===== config.mk =====
export PLATFORM = sky130hd
export DESIGN_NAME = mux_scan_ctrl
export DESIGN_NICKNAME = d
export VERILOG_FILES = /design/src/rtl/mux_scan_ctrl.sv
export SDC_FILE = /design/constraint.sdc
export NUM_CORES = 1
export LEC_CHECK = 0
export CORE_AREA = 2 2 54 56
export CTS_CLUSTER_DIAMETER = 150
export DETAILED_ROUTE_END_ITERATION = 12
export DIE_AREA = 0 0 56 58
export PLACE_DENSITY = 0.77
export SLEW_MARGIN = 30
export SYNTH_ARGS = -nofsm -noshare
export SYNTH_HDL_FRONTEND = slang
export SYNTH_SLANG_ARGS = --single-unit
export TNS_END_PERCENT = 5

===== constraint.sdc =====
create_clock -name clk -period 2.6 [get_ports clk]
set_clock_uncertainty 0.2 [all_clocks]
set_input_delay 0.26 -clock clk [delete_from_list [all_inputs] [get_ports clk]]
set_output_delay 0.26 -clock clk [all_outputs]
set_load 0.01 [all_outputs]

===== src/rtl/mux_scan_ctrl.sv =====
// Scan sequencer around the 4:1 dataflow mux: steps the selects through channels
// 0..3 with a fixed dwell, captures Q per channel and publishes a 4-bit frame snapshot.
//
// state | meaning
// IDLE  | selects parked at channel 0, waiting for start
// SCAN  | dwelling on channel ch, capturing q_in when the dwell counter hits zero
module mux_scan_ctrl #(
    parameter int DWELL  = 4,
    parameter int FCNT_W = 8
) (
    input  logic              clk,
    input  logic              rst_n,
    input  logic              start,
    input  logic              continuous,
    input  logic              abort,
    input  logic              q_in,
    output logic              sel_a,
    output logic              sel_b,
    output logic [3:0]        sample,
    output logic              sample_valid,
    output logic              done,
    output logic              busy,
    output logic [FCNT_W-1:0] frame_cnt
);

    typedef enum logic {
        IDLE = 1'b0,
        SCAN = 1'b1
    } state_t;

    localparam logic [7:0] DWELL_M1 = 8'(DWELL - 1);

    state_t              state_q, state_d;
    logic [1:0]          ch_q, ch_d;
    logic [7:0]          cnt_q, cnt_d;
    logic [2:0]          shadow_q, shadow_d;
    logic [3:0]          sample_q, sample_d;
    logic                sample_valid_q, sample_valid_d;
    logic                done_q, done_d;
    logic                busy_q, busy_d;
    logic [FCNT_W-1:0]   frame_cnt_q, frame_cnt_d;

    always_ff @(posedge clk or negedge rst_n) begin
        if (!rst_n) begin
            state_q        <= IDLE;
            ch_q           <= 2'd0;
            cnt_q          <= 8'd0;
            shadow_q       <= 3'd0;
            sample_q       <= 4'd0;
            sample_valid_q <= 1'b0;
            done_q         <= 1'b0;
            busy_q         <= 1'b0;
            frame_cnt_q    <= '0;
        end else begin
            state_q        <= state_d;
            ch_q           <= ch_d;
            cnt_q          <= cnt_d;
            shadow_q       <= shadow_d;
            sample_q       <= sample_d;
            sample_valid_q <= sample_valid_d;
            done_q         <= done_d;
            busy_q         <= busy_d;
            frame_cnt_q    <= frame_cnt_d;
        end
    end

    always_comb begin
        state_d        = state_q;
        ch_d           = ch_q;
        cnt_d          = cnt_q;
        shadow_d       = shadow_q;
        sample_d       = sample_q;
        sample_valid_d = 1'b0;
        done_d         = 1'b0;
        frame_cnt_d    = frame_cnt_q;

        case (state_q)
            IDLE: begin
                if (start && !abort) begin
                    state_d = SCAN;
                    ch_d    = 2'd0;
                    cnt_d   = DWELL_M1;
                end
            end
            SCAN: begin
                // abort wins even over a frame-end edge; partial shadow bits are kept
                if (abort) begin
                    state_d = IDLE;
                    ch_d    = 2'd0;
                    cnt_d   = 8'd0;
                end else if (cnt_q != 8'd0) begin
                    cnt_d = cnt_q - 8'd1;
                end else if (ch_q != 2'd3) begin
                    case (ch_q)
                        2'd0:    shadow_d[0] = q_in;
                        2'd1:    shadow_d[1] = q_in;
                        default: shadow_d[2] = q_in;
                    endcase
                    ch_d  = ch_q + 2'd1;
                    cnt_d = DWELL_M1;
                end else begin
                    sample_d       = {q_in, shadow_q};
                    sample_valid_d = 1'b1;
                    frame_cnt_d    = frame_cnt_q + FCNT_W'(1);
                    ch_d           = 2'd0;
                    if (continuous) begin
                        cnt_d = DWELL_M1;
                    end else begin
                        state_d = IDLE;
                        cnt_d   = 8'd0;
                        done_d  = 1'b1;
                    end
                end
            end
            default: begin
                state_d = IDLE;
                ch_d    = 2'd0;
                cnt_d   = 8'd0;
            end
        endcase

        busy_d = (state_d == SCAN);
    end

    assign sel_a        = ch_q[0];
    assign sel_b        = ch_q[1];
    assign sample       = sample_q;
    assign sample_valid = sample_valid_q;
    assign done         = done_q;
    assign busy         = busy_q;
    assign frame_cnt    = frame_cnt_q;

endmodule


# Yosys cells after proc, flatten, opt, wreduce, memory -nomap -nowiden
# Index checks and enable logic that the tools add are counted.
totals:
  ff_bits: 28
  in_bits: 6
  elab_cells: 58
  ramBits: 0
  romBits: 0
  latchBits: 0
  mem_count: 0
classes:
  bitwise_logic: 5
  n_mul: 0
  muxes: 26
  eq_ne: 4
  n_div: 0
  n_shift: 0
  n_reduce_logical: 10
  n_addsub: 3
  order_cmp: 0
ops:
  columns: ["op", "n"]
  rows:
  - ["8-bit two-way mux", 3]
  - ["8-bit one-hot mux with 2 select lines", 1]
  - ["5-bit AND reduction", 3]
  - ["1-bit two-way mux", 14]
  - ["2-bit two-way mux", 6]
  - ["8-bit by 1-bit adder with 8-bit output (second input constant)", 1]
  - ["8-bit nonzero test", 1]
  - ["8-bit by 1-bit subtractor with 8-bit output (second input constant)", 1]
  - ["1-bit NOT", 5]
  - ["2-bit inequality test (second input constant)", 2]
  - ["2-bit one-hot mux with 2 select lines", 1]
  - ["4-bit AND reduction", 1]
  - ["3-bit inequality test (second input constant)", 1]
  - ["2-bit by 1-bit adder with 2-bit output (second input constant)", 1]
  - ["2-bit by 1-bit equality test with 1-bit output (second input constant)", 1]
  - ["2-bit zero test", 1]
  - ["1-bit one-hot mux with 2 select lines", 1]
  - ["2-bit AND reduction", 1]
  - ["2-bit OR reduction", 1]
  - ["1-bit logical AND", 1]
  - ["1-bit zero test", 1]

# Longest topological paths before layout
logic_depth:
  ltp_word: 5
  mapped_depth: 7
  ltp_nobuf: 7

# Worst setup path before layout
# No wires, ideal clock.
synth_timing:
  path_type: "register to register"
  from: "register cnt_q[0]"
  to: "register frame_cnt_q[1], in the netlist frame_cnt[1]"
  stages_incl_launch_ff: 7
  path_slack_ps: 535
  synth_period_minus_slack_ps: 2065
  arrival_time_ps: 1740
  path_cell_list: "dfrtp_1 -> inv_1 -> ha_1 -> nor3b_1 -> nand3_2 -> inv_2 -> mux2_2"
synth_between:
  elab_chain_len: 3
synth_lines:
  columns: ["item", "line_no", "rtl"]
  rows:
  - ["start: declaration", "35", "logic [7:0] cnt_q, cnt_d;"]
  - ["start signal: assignment", "57", "cnt_q <= cnt_d;"]
  - ["8-bit nonzero test", "91", "end else if (cnt_q != 8'd0) begin"]
  - ["1-bit NOT (no line)", null, null]
  - ["4-bit AND reduction (no line)", null, null]
  - ["end signal: assignment", "63", "frame_cnt_q <= frame_cnt_d;"]
  - ["end: declaration", "41", "logic [FCNT_W-1:0] frame_cnt_q, frame_cnt_d;"]
# Every way passes these cells.
# A chain may end at the register's enable or synchronous reset.

# Final worst setup path
layout_timing:
  from: "register cnt_q[0]"
  to: "register cnt_q[1]"
layout_between:
  elab_chain_len: 4
layout_lines:
  columns: ["item", "line_no", "rtl"]
  rows:
  - ["8-bit by 1-bit subtractor with 8-bit output / 8-bit nonzero test (equally long branches)", "92, 91", null]
  - ["8-bit two-way mux *", "91", null]
  - ["8-bit two-way mux *", "87", "if (abort) begin"]
  - ["8-bit one-hot mux with 2 select lines *", "77", "case (state_q)"]
# Mark *: on every way between the ends. The rest lies on a longest branch, timed or not.

==> qor.csv <==
stage,metric,value,unit
status,status,completed,
global_route,grt_pass1_wl,3910,um
yosys,synthCells,120,
clock_network,cts_tree,yes,
job,maxCapViolations,0,
yosys,synth_xor_area_share,6.64,%
clock_network,clk-insertion-delay-late,0.32,ns
critical_path,cpPeakStageDelay,0.50,ns
timing,grt_setup_unrepaired,false,
global_route,grt_usage,15.1,%
timing,setup_viol,0,
placed_design,gp_congestion,0.891,
clock_network,cts_setup_buffers,0,
timing,min_period,2.20,ns
route,drc,0,
yosys,synth_fa_ha_area_share,4.74,%
yosys,syn-num-nets,131,
yosys,syn_area_per_cell,11.0,sq um
critical_path,startpoint,cnt_q[0],
global_route,grt_pass1_vias,914,
route,route.met2.wl,1140,um
yosys,yosysUniqueCellTypes,32,
min_path,min_path_type,in2async,
floorplan,start_util,49.6,%
clock_network,cts.sink_count,28,
global_route,grt.overflow.total,0,
critical_path,r2r_setup_slack,0.40,ns
finish,final_core_util,61.7,%
timing,whs,0.0892,ns
route,drt-total-wl,2310,um
critical_path,cp_cell_sequence,"inv_1, ha_1, or3b_2, nor4_1, a211o_1, o21ai_0",
power_and_ir_drop,power.leakage,0.756,nW
power_and_ir_drop,ir_drop,0.000374,V
timing,tightest_slew,0.514,ns
yosys,ys_seq_area_share,53.1,%
clock_network,hold_buffers,0,
finish,nNetsFinal,159,
yosys,synth_mux_area_share,6.82,%
finish,drive_gt1_share,13.6,%
critical_path,arrival,2.21,ns
finish,num-fill-cells,225,
floorplan,die_h,58,um
route,drtIter0Drc,11,
yosys,syn_area,1320,sq um
route,dr.pass1.iters,4,
yosys,synthSimpleGateAreaFrac,18.5,%
finish,area_growth,24.5,%
route,wl_met1,1080,um
clock_network,post_cts_resized,0,
critical_path,endpoint_kind,flip-flop,
clock_network,htree_num_levels,1,
clock_network,cts-root-buf,clkbuf_4,
power_and_ir_drop,powerDensity,661,nW/um^2
timing,period_share,84.8,%
timing,slew_viol_final,0,
route,routed_via_density,5.35,
yosys,synth_top_family_by_area,simple AND/OR/NAND/NOR gates,
timing,setup_tns,0,ns
critical_path,slowest_stage,or3b_2,
critical_path,worstPathRequired,2.61,ns
clock_network,clk_pin_slew_worst_paths,0.15,ns
placed_design,numPortBuffers,22,
timing,max_freq,454,MHz
finish,diodes,0,
floorplan,num_rows,19,
clock_network,cts_buffer_depth,2,
floorplan,die-area,3250,sq um
global_route,grt_max_degree,29,
yosys,synth-compound-area-share,7.96,%
critical_path,path_buf_inv,1,
route,antenna_left,0,
clock_network,numCtsBuffers,3,
route,route.met3.wl,78,um
timing,hold_viol_final,0,
route,wl_per_cell,13.0,um
route,vias,952,
finish,register_area,701,sq um
floorplan,core_area,2660,sq um
placed_design,place_hpwl,1780,um
yosys,ys_warn_count,0,
floorplan,io_pins,23,
finish,multi_input_comb_area,589,sq um
timing,maxSlewHeadroom,65.4,%
yosys,synth_seq_cells,28,
critical_path,cp_max_fo,4,
route,highest_layer,met4,
critical_path,start_kind,flip-flop,
critical_path,path_delay_family,simple AND/OR/NAND/NOR gates,
critical_path,worstSetupPathType,reg2reg,
critical_path,reg2reg_from,cnt_q[0],
floorplan,dieWidth,56,um
global_route,grt_antenna_before_repair,0,
==> layout by cell type, fill, tap and decap left out, types with 3 or more instances in the layout <==
cell and count:
nand3_1 3, clkbuf_4 3, nor2_1 13, xnor2_1 4, xor2_1 6, inv_1 6
o21ai_0 7, nand2_1 7, clkdlybuf4s50_1 22, nor3_1 4, ha_1 5, a21oi_1 6
mux2_2 6, dfrtp_1 28
==> synthesized netlist by cell type, drive strengths merged <==
cell type  count  share of area [%]
o21ai          7                2.7
a21oi          6                2.3
nor3           5                2.7
nor3b          1               0.57
dfrtp         28                 53
nor4           2                1.4
o211ai         2                1.1
or4            1               0.85
or3b           1               0.66
nand3          4                1.9
nor2          13                3.7
nand4          2               0.95
and3b          1               0.66
a211o          2                1.3
mux2           8                6.8
nand2b         1               0.47
xor2           6                4.0
and3           1               0.47
nor2b          1               0.47
clkbuf         1               0.28
xnor2          4                2.7
inv            7                2.0
a21boi         1               0.57
or3            3                1.6
ha             5                4.7
nand2          7                2.0
==> per-layer routing <==
layer	up-vias	global-route usage, %
li1	469	-
met1	465	19.0
met2	16	26.4
met3	2	2.23
met4	0	6.12
met5	-	0
==> power breakdown <==
group          switching [mW]  internal, mW  leakage, nW
Sequential             0.0599         0.493        0.380
Combinational           0.125         0.130        0.348
Clock                   0.122         0.156       0.0279
==> cell families after synthesis <==
family,after synthesis
fa+ha+maj,5
xor+xnor,10
simple gates,43
compound gates,18
flops,28
mux,8
buf+inv,8
==> final timing paths <==
| kind | cells after the start | to |
|---|---|---|
| min in group clk | 1 | frame_cnt[7] |
| setup reg to reg | 6 | cnt_q[1] |
| setup / recovery | 6 | cnt_q[1] |
| hold reg to reg | 1 | frame_cnt[7] |
| max in group asynchronous | 2 | frame_cnt[6] |
| hold / removal | 2 | shadow_q[1] |
==> per-stage QoR <==
step	worst slack, ns	power, mW	instances	area, sq um
floorplan	0.535	0.734	120	1320
global placement	0.462	0.808	174	1590
detailed placement	0.413	0.821	174	1590
CTS	0.396	1.10	178	1640
global route	0.287	1.15	178	1640
finish	0.396	1.09	178	1640
==> registers in the layout, indices dropped and copies added (netlist names) <==
register / count
busy: 1
ch_q: 2
cnt_q: 8
done: 1
frame_cnt: 8
sample: 4
sample_valid: 1
shadow_q: 3
==> cell type report <==
cell class,count,area share [%]
Tap cell,31,2.36
Multi-Input combinational cell,84,35.9
Sequential cell,28,42.7
Inverter,7,1.60
Clock inverter,1,1.83
Timing Repair Buffer,24,14.3
Clock buffer,3,1.37
Power figures use the tool's default switching activity.
